===== src/rtl/mem_wb_pipe.sv =====
`default_nettype none
// ============================================================================
//  Module      : mem_wb_pipe
//  Description : DEPTH-stage MEM->WB register chain with valid/ready handshake,
//                flush, occupancy and an in-flight register-forwarding lookup.
//  Revision    : 1.0 - initial release
// ============================================================================
module mem_wb_pipe #(
    parameter int DATA_W  = 32,
    parameter int RADDR_W = 5,
    parameter int DEPTH   = 1
) (
    input  logic                         clock,
    input  logic                         reset_n,
    input  logic                         flush,
    input  logic                         in_valid,
    output logic                         in_ready,
    input  logic [DATA_W-1:0]            in_data,
    input  logic [DATA_W-1:0]            in_imm,
    input  logic [RADDR_W-1:0]           in_rd,
    input  logic                         in_regwrite,
    input  logic                         in_branchtaken,
    output logic                         out_valid,
    input  logic                         out_ready,
    output logic [DATA_W-1:0]            out_data,
    output logic [DATA_W-1:0]            out_imm,
    output logic [RADDR_W-1:0]           out_rd,
    output logic                         out_regwrite,
    output logic                         out_branchtaken,
    output logic [$clog2(DEPTH+1)-1:0]   occupancy,
    input  logic [RADDR_W-1:0]           fwd_rs,
    output logic                         fwd_hit,
    output logic [DATA_W-1:0]            fwd_data
);

    localparam int OCC_W = $clog2(DEPTH + 1);

    generate
        if (DEPTH < 1 || DEPTH > 4) begin : g_bad_depth
            $error("mem_wb_pipe: DEPTH must be in 1..4");
        end
    endgenerate

    logic [DEPTH-1:0]   valid_q;
    logic [DEPTH-1:0]   valid_d;
    logic [DATA_W-1:0]  data_q [DEPTH];
    logic [DATA_W-1:0]  imm_q  [DEPTH];
    logic [RADDR_W-1:0] rd_q   [DEPTH];
    logic [DEPTH-1:0]   rw_q;
    logic [DEPTH-1:0]   bt_q;

    logic [DEPTH-1:0]   w_rdy;
    logic [OCC_W-1:0]   w_occ;

    // Unrolled form of rdy[i] = !valid[i] | rdy[i+1]: a stage can move when the
    // consumer is ready or any stage at or beyond it is a bubble.
    always_comb begin
        for (int i = 0; i < DEPTH; i++) begin
            w_rdy[i] = out_ready;
            for (int j = i; j < DEPTH; j++) begin
                if (!valid_q[j]) begin
                    w_rdy[i] = 1'b1;
                end
            end
        end
    end

    always_comb begin
        valid_d = valid_q;
        if (flush) begin
            valid_d = '0;
        end else begin
            for (int i = DEPTH - 1; i > 0; i--) begin
                if (w_rdy[i]) begin
                    valid_d[i] = valid_q[i-1];
                end
            end
            if (w_rdy[0]) begin
                valid_d[0] = in_valid;
            end
        end
    end

    always_ff @(posedge clock or negedge reset_n) begin
        if (!reset_n) begin
            valid_q <= '0;
            rw_q    <= '0;
            bt_q    <= '0;
            for (int i = 0; i < DEPTH; i++) begin
                data_q[i] <= '0;
                imm_q[i]  <= '0;
                rd_q[i]   <= '0;
            end
        end else begin
            valid_q <= valid_d;
            if (!flush) begin
                for (int i = DEPTH - 1; i > 0; i--) begin
                    if (w_rdy[i]) begin
                        data_q[i] <= data_q[i-1];
                        imm_q[i]  <= imm_q[i-1];
                        rd_q[i]   <= rd_q[i-1];
                        rw_q[i]   <= rw_q[i-1];
                        bt_q[i]   <= bt_q[i-1];
                    end
                end
                if (w_rdy[0]) begin
                    data_q[0] <= in_data;
                    imm_q[0]  <= in_imm;
                    rd_q[0]   <= in_rd;
                    rw_q[0]   <= in_regwrite;
                    bt_q[0]   <= in_branchtaken;
                end
            end
        end
    end

    always_comb begin
        w_occ = '0;
        for (int i = 0; i < DEPTH; i++) begin
            w_occ = w_occ + OCC_W'(valid_q[i]);
        end
    end

    // Scan oldest to youngest so the youngest matching stage overwrites the result.
    always_comb begin
        fwd_hit  = 1'b0;
        fwd_data = '0;
        for (int i = DEPTH - 1; i >= 0; i--) begin
            if (valid_q[i] && rw_q[i] && (rd_q[i] == fwd_rs) && (fwd_rs != '0)) begin
                fwd_hit  = 1'b1;
                fwd_data = data_q[i];
            end
        end
    end

    assign in_ready        = w_rdy[0] & ~flush;
    assign out_valid       = valid_q[DEPTH-1];
    assign out_data        = data_q[DEPTH-1];
    assign out_imm         = imm_q[DEPTH-1];
    assign out_rd          = rd_q[DEPTH-1];
    assign out_regwrite    = rw_q[DEPTH-1] & valid_q[DEPTH-1];
    assign out_branchtaken = bt_q[DEPTH-1] & valid_q[DEPTH-1];
    assign occupancy       = w_occ;

endmodule
`default_nettype wire


===== config.mk =====
export PLATFORM = sky130hd
export DESIGN_NAME = mem_wb_pipe
export DESIGN_NICKNAME = d
export VERILOG_FILES = /design/src/rtl/mem_wb_pipe.sv
export SDC_FILE = /design/constraint.sdc
export NUM_CORES = 1
export LEC_CHECK = 0
export BUFFER_PORTS_ARGS = -buffer_cell sky130_fd_sc_hd__buf_4
export CAP_MARGIN = 40
export CORE_ASPECT_RATIO = 1.25
export CORE_MARGIN = 5
export CORE_UTILIZATION = 25
export CTS_CLUSTER_SIZE = 14
export DETAILED_ROUTE_END_ITERATION = 12
export GPL_TIMING_DRIVEN = 0
export PLACE_DENSITY_LB_ADDON = 0.15
export SLEW_MARGIN = 20
export SYNTH_ARGS = -nofsm -noshare
export SYNTH_HDL_FRONTEND = slang
export SYNTH_SLANG_ARGS = --single-unit

===== constraint.sdc =====
create_clock -name clock -period 2.4 [get_ports clock]
set_clock_uncertainty 0.1 [all_clocks]
set_input_delay 0.24 -clock clock [delete_from_list [all_inputs] [get_ports clock]]
set_output_delay 0.24 -clock clock [all_outputs]
set_load 0.1 [all_outputs]

# [Yosys cells after proc, flatten, opt, wreduce, memory -nomap -nowiden]
# Index checks and enable logic that the tools add are counted.
[totals] reg_bits=72 latchBits=0 ramBits=0 romBits=0 input_bits=81 output_inout_bits=107 wordCells=22 mem_count=0
[classes] add_sub_neg=0 mul=0 div_mod_pow=0 magnitude_cmp=0 n_eq_ne=1 shifts=0 muxes=5 bitwise_logic=4 reduce_logical=6
[op_table] operator="32-bit two-way mux" n=1
[op_table] operator="5-bit == test" n=1
[op_table] operator="5-bit nonzero test" n=1
[op_table] operator="1-bit two-way mux" n=4
[op_table] operator="1-bit AND" n=3
[op_table] operator="1-bit logical AND" n=3
[op_table] operator="2-bit AND reduction" n=1
[op_table] operator="2-bit nonzero test" n=1
[op_table] operator="1-bit NOT" n=1

# [Logic depth before layout (Yosys ltp)]
# Gate-level depths: netlist (run 1).
[logic_depth] depth_word=4 ltp_mapped=4 mapped_depth_nobuf=3

# [Least setup slack after synthesis (run 1)]
# Ideal clock, no wire load.
[synth_path] kind="flip-flop to output port" from="reg valid_q (netlist: out_valid)" to="out fwd_data[0]" t_arrival_ns=5.345 t_required_ns=2.060 slack_ns=-3.285 path_stages_with_launch=5 n_path_buf=1 cell_sequence="dfrtp_1 and2_1 nand4_1 clkbuf_1 nor4_1"
[synth_via] elab_chain_cells=4
[synth_rtl] item="start, declared" line="44" rtl="logic [DEPTH-1:0] valid_q;"
[synth_rtl] item="start signal, assigned" line="95" rtl="valid_q <= valid_d;"
[synth_rtl] item="1-bit logical AND (3 in a row)" line="129" rtl="if (valid_q[i] && rw_q[i] && (rd_q[i] == fwd_rs) && (fwd_rs != '0)) begin"
[synth_rtl] item="32-bit two-way mux" line="129"
[synth_rtl] item="end, declared" line="33" rtl="output logic [DATA_W-1:0] fwd_data"
# Every way passes these cells.

# [Final worst setup path (run 1)]
[layout_path] from="reg rd_q, in the netlist out_rd[3]" to="out fwd_data[22]"
[layout_via] elab_chain_cells=4
[layout_rtl] item="start, declared" line="48" rtl="logic [RADDR_W-1:0] rd_q [DEPTH];"
[layout_rtl] item="start signal, assigned by index" line="101" rtl="rd_q[i] <= rd_q[i-1];"
[layout_rtl] item="5-bit == test" line="129"
[layout_rtl] item="1-bit logical AND (2 in a row)" line="129"
[layout_rtl] item="32-bit two-way mux" line="129"
# Every way passes these cells.

==> results of run 1 <==
[per-layer routing]
layer | track usage, % | share of wire (%)
met1 | 15.2 | 37
met2 | 24.8 | 53
met3 | 6.72 | 9.2
met4 | 5.14 | 1.4
met5 | 0 | 0
[worst max-delay path, stage by stage, from the launching register on]
cell and delay [ps]:
dfrtp_2 440, or4_4 530, o211ai_4 260, buf_12 210, nor4_4 50, buf_6 190
[how the worst min path moves through the flow]
stage                     from                       to  cells after the start
floorplan              reset_n         bt_q$_DFFE_PN0P_                      0
global placement         flush    out_valid$_DFFE_PN0P_                      2
detailed placement     reset_n  out_imm[31]$_DFFE_PN0P_                      1
CTS                   in_valid    out_valid$_DFFE_PN0P_                      3
global route        in_data[4]  out_data[4]$_DFFE_PN0P_                      2
finish                in_valid    out_valid$_DFFE_PN0P_                      3
[timing repair]
action,CTS,global route
pin swaps,3,6
hold endpoints to repair,22,0
setup buffers,5,4
resized for setup,50,5
hold buffers,2,0
endpoints found under the setup margin,34,28
[layout make-up]
type / instances / area, sq um
clock inverter: 2 / 37.5
multi-input combinational: 138 / 1770
fill: 1149 / 6600
buffer: 18 / 179
tap: 168 / 210
sequential: 72 / 1810
clock buffer: 14 / 274
inverter: 17 / 63.8
timing repair buffer: 200 / 1660
[per-stage QoR]
step | cell area [sq um] | hold WS (ps) | util, % | power [uW]
detailed placement | 5390 | 77.8 | 42.8 | 3620
CTS | 5960 | 13.7 | 47.3 | 5110
floorplan | 3740 | -156 | - | 3090
finish | 6010 | 21.8 | 47.7 | 5050
global route | 6010 | 18.2 | 47.7 | 5260
global placement | 5360 | 318 | 42.5 | 3590
[synthesized netlist by cell type, types with 2 or more instances]
library cell  number  share of area (%)
clkbuf_1           6               0.71
mux2_2            71                 25
buf_2              9                1.4
nand2b_1           4               0.78
inv_1             17                2.0
nor4_1            32                6.3
and2_1             2               0.39
dfrtp_1           72                 56
nor2_1             2               0.24
nor2_2             2               0.39
xnor2_2            2                1.0
buf_4              3               0.71
nand3_1           17                2.7
[state kept, by name, summed over array words and instances (netlist names)]
signal / cells
bt_q: 1
out_imm: 32
out_data: 32
rw_q: 1
out_rd: 5
out_valid: 1
[kinds of logic (layout without fill, tap and decap cells)]
logic type                after synthesis  count (layout)
muxes                                  71              71
buffers and inverters                  35             251
AOI/OAI and AO/OA                       2               2
and+or+nand+nor                        63              63
xor gates and xnor gates                2               2
DFF                                    72              72
[power breakdown]
part	total (uW)	switching, uW	internal, uW
logic	2170	1610	560
clock network	1400	510	891
registers	1480	111	1370
==> results.md, run 1 <==
- Share of the synthesized area in compound gates (AO/OA/AOI/OAI): 0.942%
- Leakage: 0.00263 uW
- XOR/XNOR Fraction of Synth Area: 1.02%
- Place WS: -366 ps
- Detailed Route WL: 10800 um
- Die Span Y: around 140 um
- Number of global-route vias before repair: 3077
- Hold Fails Final Rpt: 0
- 1st-iter DRT viols: between 50 and 60
- Data required time at the worst endpoint: 2060 ps
- Clock slew at the register clock pins of the worst setup and hold paths: 60 ps
- Portion of the post-synthesis area used by sequential elements: 56.5%
- Dominant combinational cell family by area after synthesis: multiplexers
- Number of cells on the worst reg-to-reg path: 4
- Fraction of the mapped netlist area in simple logic gates: 11.7%
- Buffer cell driving the clock tree root: clkbuf_16
- Via Count: 2783
- Final count of negative-setup-slack endpoints: 0
- Worst-path fanout max: 10
- Clock latency at the later pin of the worst-skew pair: 330 ps
- Worst min-delay path category: in -> reg
- Number of max-slew violations in the final report: 0
- Area growth, synth to finish: 88.4%
- Net count after synthesis: 326
- Remaining number of nets flagged by the antenna check after routing: 0
- Final Net Count: around 540
- N_diodes: 0
- Adder and majority cell fraction of the synthesized area: 0%
- Seq cells post-synth: 72
- Number of unique standard cell types used by synthesis: 19
- Count of boundary I/O pins: 188
- Commonest cells after routing, fill and taps aside: 167 x buf_4, 71 x mux2_2, 66 x dfrtp_1
- Global-route wire length before repair: 16700 um
- Number of core rows: between 40 and 50
- Setup slack of the most critical reg-to-reg path: 580 ps
- Category of the most critical setup path: reg -> out
- EDFF count, synth: 0
- Worst slew margin relative to its limit: just under 80%
- Longest Clk Path Bufs: 2
- DR vias/cell: 4.42
- CTS tree: built
- Share of layout cells above drive strength 1: between 70% and 80%
- Proportion of register bits with asynchronous set or reset after synthesis: between 90% and 100%
- DRC errors left: 0
- Cell area after synthesis: between 3000 and 4000 sq um
- Multiplexer share of the synthesized area: 25.1%
- Initial standard-cell utilization of the core: 25.3%
- Post-DP HPWL: 8310 um
- Port Buffer Count: 187
- Last element of the critical path: fwd_data[22]
- Outcome: finished clean
- Warning count from the yosys run: 0
- RSZ-0062 raised after global routing: true
- Most common cell after layout, fill and taps aside: buf_4
- Depth of the CTS H-tree: 3
- CP startpoint kind: register
- DIE AREA: 15100 sq um
- Peak VDD IR: 507 uV
- Area of the placeable core: 12600 sq um
- GRT Overall Usage: 14.3%
- Beginning of the critical path: out_rd[3]$_DFFE_PN0P_
- Final worst path period share: 98.7%
- Primary flip-flop cell chosen by synthesis mapping: dfrtp_1
- Cell count after synthesis: 245
- Type of destination of the critical path: output port
- Drt wl/cell: 17.1 um
- Number of antenna violations at the first check in global routing: 0
- R2r endpoint: out_data[23]$_DFFE_PN0P_
- Die boundary width: 111 um
- Weighted congestion at the end of routability-driven global placement: 0.699
- Placed insts: 602
- Global route overflow: 0
- Synthesized area divided by synthesized cell count: ~13 sq um
- P per Cell Area: 841 nW/um^2
- Worst endpoint data arrival time: 2030 ps
- Maximum achievable frequency: 422 MHz
- Total negative slack for setup checks: 0 ps
- Largest net degree at the start of global routing: 52
- Max-cap violation count: 0
- Reg-to-Reg Start: out_valid$_DFFE_PN0P_
- Post-route minimum period: 2370 ps
- Final setup margin: 30.8 ps
- Drt pass-1 iters: 4
- Total clock buffers created by CTS: 9
- Actual slew at the worst max-slew pin: 340 ps
- Number of clock sinks: 72
- Post-Layout Cell Count: 629
Note: power is estimated with default switching activity, not from simulation.
==> inputs of run 2 (changes only) <==
--- a/config.mk
+++ b/config.mk
@@ -14,6 +14,7 @@
 export DETAILED_ROUTE_END_ITERATION = 12
 export GPL_TIMING_DRIVEN = 0
 export PLACE_DENSITY_LB_ADDON = 0.15
+export SETUP_SLACK_MARGIN = 0.15
 export SLEW_MARGIN = 20
 export SYNTH_ARGS = -nofsm -noshare
 export SYNTH_HDL_FRONTEND = slang
==> results.md, run 2 (synthesized netlist as in run 1, its figures left out) <==
- Number of cells on the worst reg-to-reg path: 4
- Drt wl/cell: 17.2 um
- Category of the most critical setup path: reg -> out
- Count of boundary I/O pins: 188
- Flip-flop and latch area: between 1500 and 2000 sq um
- Via Count: 2844
- Share of layout cells above drive strength 1: between 70% and 80%
- Remaining number of nets flagged by the antenna check after routing: 0
- Clock latency at the later pin of the worst-skew pair: 330 ps
- Longest Clk Path Bufs: 2
- CP startpoint kind: register
- Post-detailed-placement cell area: 5390 sq um
- Number of core rows: 46
- Die Span Y: 136 um
- DIE AREA: 15100 sq um
- Net switching share of the total power: 44.0%
- Sw Pwr: around 2200 uW
- Internal power of the cells: 2840 uW
- Cells along the critical path: or4_4 -> o211ai_4 -> buf_12 -> nor4_4 -> buf_6
- Commonest cells after routing, fill and taps aside: 165 x buf_4, 71 x mux2_2, 66 x dfrtp_1
- Hold Fails Final Rpt: 0
- Final total power: slightly above 5000 uW
- Multi-input combinational cell area: between 1500 and 2000 sq um
- Buffering stage count on the worst path with inverters included: 2
- Drt pass-1 iters: 4
- Final count of negative-setup-slack endpoints: 0
- CTS tree: built
- Global-route wire length before repair: approximately 17000 um
- Depth of the CTS H-tree: 3
- Initial standard-cell utilization of the core: 25.3%
- Total negative slack for setup checks: 0 ps
- Clock slew at the register clock pins of the worst setup and hold paths: around 60 ps
- Area growth, synth to finish: 93.4%
- Post-route minimum period: 2380 ps
- Maximum achievable frequency: 420 MHz
- Worst-path fanout max: 10
- Share of total power in the clock network: 27.6%
- Peak VDD IR: 508 uV
- Number of antenna violations at the first check in global routing: 0
- DR vias/cell: 4.46
- Data required time at the worst endpoint: 2060 ps
- Number of fill cells: 1139
- Flop pwr share: 29.1%
- Leakage: between 0.002 and 0.003 uW
- GRT Overall Usage: 14.7%
- Critical path's top delay family: simple AND/OR/NAND/NOR gates
- RSZ-0062 raised after global routing: true
- Startpoint of the most critical hold path: in_valid
- Most common cell after layout, fill and taps aside: buf_4
- Type of destination of the critical path: output port
- Place WS: -366 ps
- Reg-to-Reg Start: out_valid$_DFFE_PN0P_
- P per Cell Area: 823 nW/um^2
- Total clock buffers created by CTS: 9
- Post-Layout Inst Area: about 6000 sq um
- Number of max-slew violations in the final report: 0
- Final worst path period share: 99.3%
- Min-Delay Path Depth: 3
- Post-DP HPWL: 8310 um
- Die boundary width: 111 um
- Number of clock sinks: 72
- Worst endpoint data arrival time: 2040 ps
- R2r endpoint: out_data[23]$_DFFE_PN0P_
- Final Net Count: ~550
- DRC errors left: 0
- N_diodes: 0
- Actual slew at the worst max-slew pin: 337 ps
- Global route overflow: 0
- Worst min-delay path category: in -> reg
- Setup slack of the most critical reg-to-reg path: ~580 ps
- Area of the placeable core: 12600 sq um
- CP max stage delay: about 570 ps
- Worst slew margin relative to its limit: 77.5%
- Detailed Route WL: approximately 11000 um
- Buffer cell driving the clock tree root: clkbuf_16
- Final setup margin: ~17 ps
- Port Buffer Count: 187
- Number of global-route vias before repair: 3163
- 1st-iter DRT viols: between 40 and 50
- Max-cap violation count: 0
- Outcome: finished clean
- Weighted congestion at the end of routability-driven global placement: 0.699
- Combinational fraction of design power: 43.3%
- End point of the most critical hold path: out_valid$_DFFE_PN0P_
- Cell type of the slowest stage on the worst timing path: or4_4
- Largest net degree at the start of global routing: 52
run 2: cell types whose count changed in the layout (fill, tap and decap cells not counted):
| cell | before | now |
|---|---|---|
| buf_6 | 30 | 37 |
| clkbuf_4 | 1 | 2 |
| clkbuf_16 | 9 | 11 |
| buf_2 | 7 | 6 |
| buf_12 | 3 | 6 |
| buf_16 | 1 | 2 |
| clkbuf_8 | 7 | 6 |
| buf_8 | 3 | 1 |
| buf_4 | 167 | 165 |
run 2: power by group through the flow:
| stage | logic (uW) | registers, uW | clock network [uW] |
|---|---|---|---|
| 2_1_floorplan | 524 | 2570 | 0 |
| 3_3_place_gp | 2090 | 1500 | 0 |
| 3_5_place_dp | 2110 | 1500 | 0 |
| 4_1_cts | 2210 | 1480 | 1450 |
| 6_report | 2200 | 1480 | 1400 |
| 5_1_grt | 2280 | 1500 | 1510 |
run 2: repair_timing:
item | 4_1_cts | 5_1_grt
endpoints found under the setup margin | 34 | 34
gates cloned | 2 | 0
gates resized for setup | 59 | 9
hold buffers | 2 | 0
endpoints found under the hold margin | 22 | 0
buffers inserted | 12 | 3
pin swaps | 16 | 2
run 2: layout make-up:
type / count / share of cell area [%]
well taps: 168 / 3.41
multi-input cells: 138 / 28.6
inverters: 17 / 1.03
flip-flops and latches: 72 / 29.4
repair buffers: 208 / 29.1
plain buffers: 18 / 3.31
clock buffers: 14 / 4.44
clock inverters: 2 / 0.609
run 2: stage by stage:
| stage | instances | hold WS [ps] | utilization [%] |
|---|---|---|---|
| finish | 637 | 22.6 | 48.9 |
| global route | 637 | 18.2 | 48.9 |
| CTS | 634 | 13.7 | 48.5 |
| detailed placement | 602 | 77.8 | 42.8 |
| global placement | 600 | 318 | 42.5 |
| floorplan | 245 | -156 | - |
run 2: tightest hold or removal path: stages:
cell,delay [ps]
buf_4,80
nor2_1,30
nor2_1,70
run 2: worst max path at each step:
stage / startpoint / to / slack (ps) / cells past startpoint
after floorplan: out_valid$_DFFE_PN0P_ / fwd_data[3] / -840 / 4
after global placement: out_rd[2]$_DFFE_PN0P_ / fwd_data[12] / -360 / 5
after detailed placement: out_rd[2]$_DFFE_PN0P_ / fwd_data[12] / -370 / 5
after CTS: out_rd[2]$_DFFE_PN0P_ / fwd_data[3] / -70 / 5
after global routing: out_rd[2]$_DFFE_PN0P_ / fwd_data[22] / -50 / 5
final: out_rd[2]$_DFFE_PN0P_ / fwd_data[22] / 20 / 5
run 2: routing by layer:
metal / track usage [%] / vias to the layer above / wire length [um]
li1: - / 1325 / -
met3: 6.72 / 13 / 1010
met5: 0 / - / 0
met2: 25.4 / 110 / 5760
met4: 5.34 / 0 / 188
met1: 15.8 / 1396 / 3970
==> inputs of run 3 (changes only) <==
==> constraint.sdc (replaced) <==
create_clock -name clock -period 2.9 [get_ports clock]
set_clock_uncertainty 0.1 [all_clocks]
set_input_delay 0.29 -clock clock [delete_from_list [all_inputs] [get_ports clock]]
set_output_delay 0.29 -clock clock [all_outputs]
set_load 0.1 [all_outputs]
==> results.md, run 3 (synthesized netlist as in run 1, its figures left out) <==
- Initial standard-cell utilization of the core: 25.3%
- Setup slack of the most critical reg-to-reg path: 950 ps
- DRC errors left: 0
- End point of the most critical hold path: out_valid$_DFFE_PN0P_
- Reg-to-Reg Start: out_valid$_DFFE_PN0P_
- Number of clock sinks: 72
- Worst endpoint data arrival time: 2220 ps
- Global-route wire length before repair: 16500 um
- Max-cap violation count: 0
- CP startpoint kind: register
- Remaining number of nets flagged by the antenna check after routing: 0
- DR vias/cell: 4.45
- Post-DP HPWL: 8310 um
- Via Count: 2769
- Clock slew at the register clock pins of the worst setup and hold paths: ~60 ps
- Type of destination of the critical path: output port
- R2r endpoint: out_data[23]$_DFFE_PN0P_
- CTS tree: built
- Number of core rows: 46
- Die boundary width: roughly 110 um
- Drt wl/cell: 17.1 um
- Total clock buffers created by CTS: 9
- Depth of the CTS H-tree: 3
- Share of layout cells above drive strength 1: 75.1%
- Weighted congestion at the end of routability-driven global placement: 0.699
- Final worst path period share: 90.1%
- Number of max-slew violations in the final report: 0
- Place WS: 84.5 ps
- P per Cell Area: 717 nW/um^2
- Largest net degree at the start of global routing: 52
- Min-Delay Path Depth: 2
- Clock latency at the later pin of the worst-skew pair: 330 ps
- Final setup margin: 287 ps
- Post-Layout Inst Area: 5760 sq um
- Startpoint of the most critical hold path: flush
- Number of antenna violations at the first check in global routing: 0
- Hold Fails Final Rpt: 0
- Number of global-route vias before repair: 3063
- Count of boundary I/O pins: roughly 190
- Buffer cell driving the clock tree root: clkbuf_16
- Final Net Count: 530
- N_diodes: 0
- Worst-path fanout max: 10
- Global route overflow: 0
- Area of the placeable core: 12600 sq um
- Data required time at the worst endpoint: 2510 ps
- Post-route minimum period: 2610 ps
- Drt pass-1 iters: 4
- Final count of negative-setup-slack endpoints: 0
- Commonest cells after routing, fill and taps aside: 194 x buf_4, 71 x mux2_2, 66 x dfrtp_1
- Port Buffer Count: ~190
- Peak VDD IR: 420 uV
- Longest Clk Path Bufs: 2
- Category of the most critical setup path: reg -> out
- GRT Overall Usage: 14.1%
- Worst min-delay path category: in -> reg
- Worst slew margin relative to its limit: between 60% and 70%
- Number of cells on the worst reg-to-reg path: 4
- Outcome: finished clean
- Leakage: 0.00255 uW
- Maximum achievable frequency: 383 MHz
- Die Span Y: 136 um
- Most common cell after layout, fill and taps aside: buf_4
- Detailed Route WL: 10600 um
- RSZ-0062 raised after global routing: false
- Actual slew at the worst max-slew pin: around 560 ps
- Area growth, synth to finish: 80.5%
- Post-detailed-placement cell area: 5390 sq um
- 1st-iter DRT viols: 63
- DIE AREA: 15100 sq um
run 3: cell type report:
| type | count | area, sq um |
|---|---|---|
| well taps | 168 | 210 |
| fillers | 1169 | 6850 |
| flip-flops and latches | 72 | 1810 |
| inverters | 17 | 63.8 |
| clock inverters | 2 | 37.5 |
| plain buffers | 18 | 129 |
| repair buffers | 193 | 1470 |
| multi-input cells | 138 | 1760 |
| clock buffers | 14 | 274 |
run 3: critical path, stage by stage, from the launching register on:
cell,delay [ps]
dfrtp_2,450
or4_4,570
o211ai_4,220
buf_4,330
nor3_4,70
buf_4,240
run 3: report_power, final:
part           total, uW  switching, uW  internal [uW]  leakage [uW]
sequential          1230           93.6           1130      0.000837
combinational       1740           1320            422       0.00156
clock               1160            421            738      0.000149
run 3: what timing repair did:
item / CTS / global route
hold endpoints to repair: 21 / 0
resized for setup: 3 / 1
buffers inserted: 3 / 0
hold buffers: 1 / 0
endpoints found under the setup margin: 30 / 5
pin swaps: 3 / 0
run 3: stage by stage:
| stage | power, uW | util [%] | TNS, ps | hold WS, ps | instances |
|---|---|---|---|---|---|
| floorplan | 2560 | - | -9170 | -106 | 245 |
| global placement | 2970 | 42.5 | 0 | 368 | 600 |
| detailed placement | 2990 | 42.8 | 0 | 128 | 602 |
| CTS | 4190 | 45.6 | 0 | 16.2 | 622 |
| global route | 4300 | 45.7 | 0 | 14.8 | 622 |
| finish | 4130 | 45.7 | 0 | 23.3 | 622 |
run 3: routing by layer:
layer	vias to the layer above	track usage, %	part of all wire, %
li1	1295	-	-
met3	10	6.81	9.7
met1	1354	15.0	37
met2	110	24.4	52
met4	0	5.14	1.6
met5	-	0	0
run 3: how the worst max path moves through the flow:
stage | from | end | slack, ps | depth (start not counted)
5_1_grt | out_rd[4]$_DFFE_PN0P_ | fwd_data[22] | 190 | 6
2_1_floorplan | out_valid$_DFFE_PN0P_ | fwd_data[3] | -390 | 4
4_1_cts | out_rd[3]$_DFFE_PN0P_ | fwd_data[12] | 180 | 5
3_3_place_gp | out_rd[2]$_DFFE_PN0P_ | fwd_data[12] | 90 | 5
6_report | out_rd[3]$_DFFE_PN0P_ | fwd_hit | 290 | 5
3_5_place_dp | out_rd[2]$_DFFE_PN0P_ | fwd_data[12] | 80 | 5
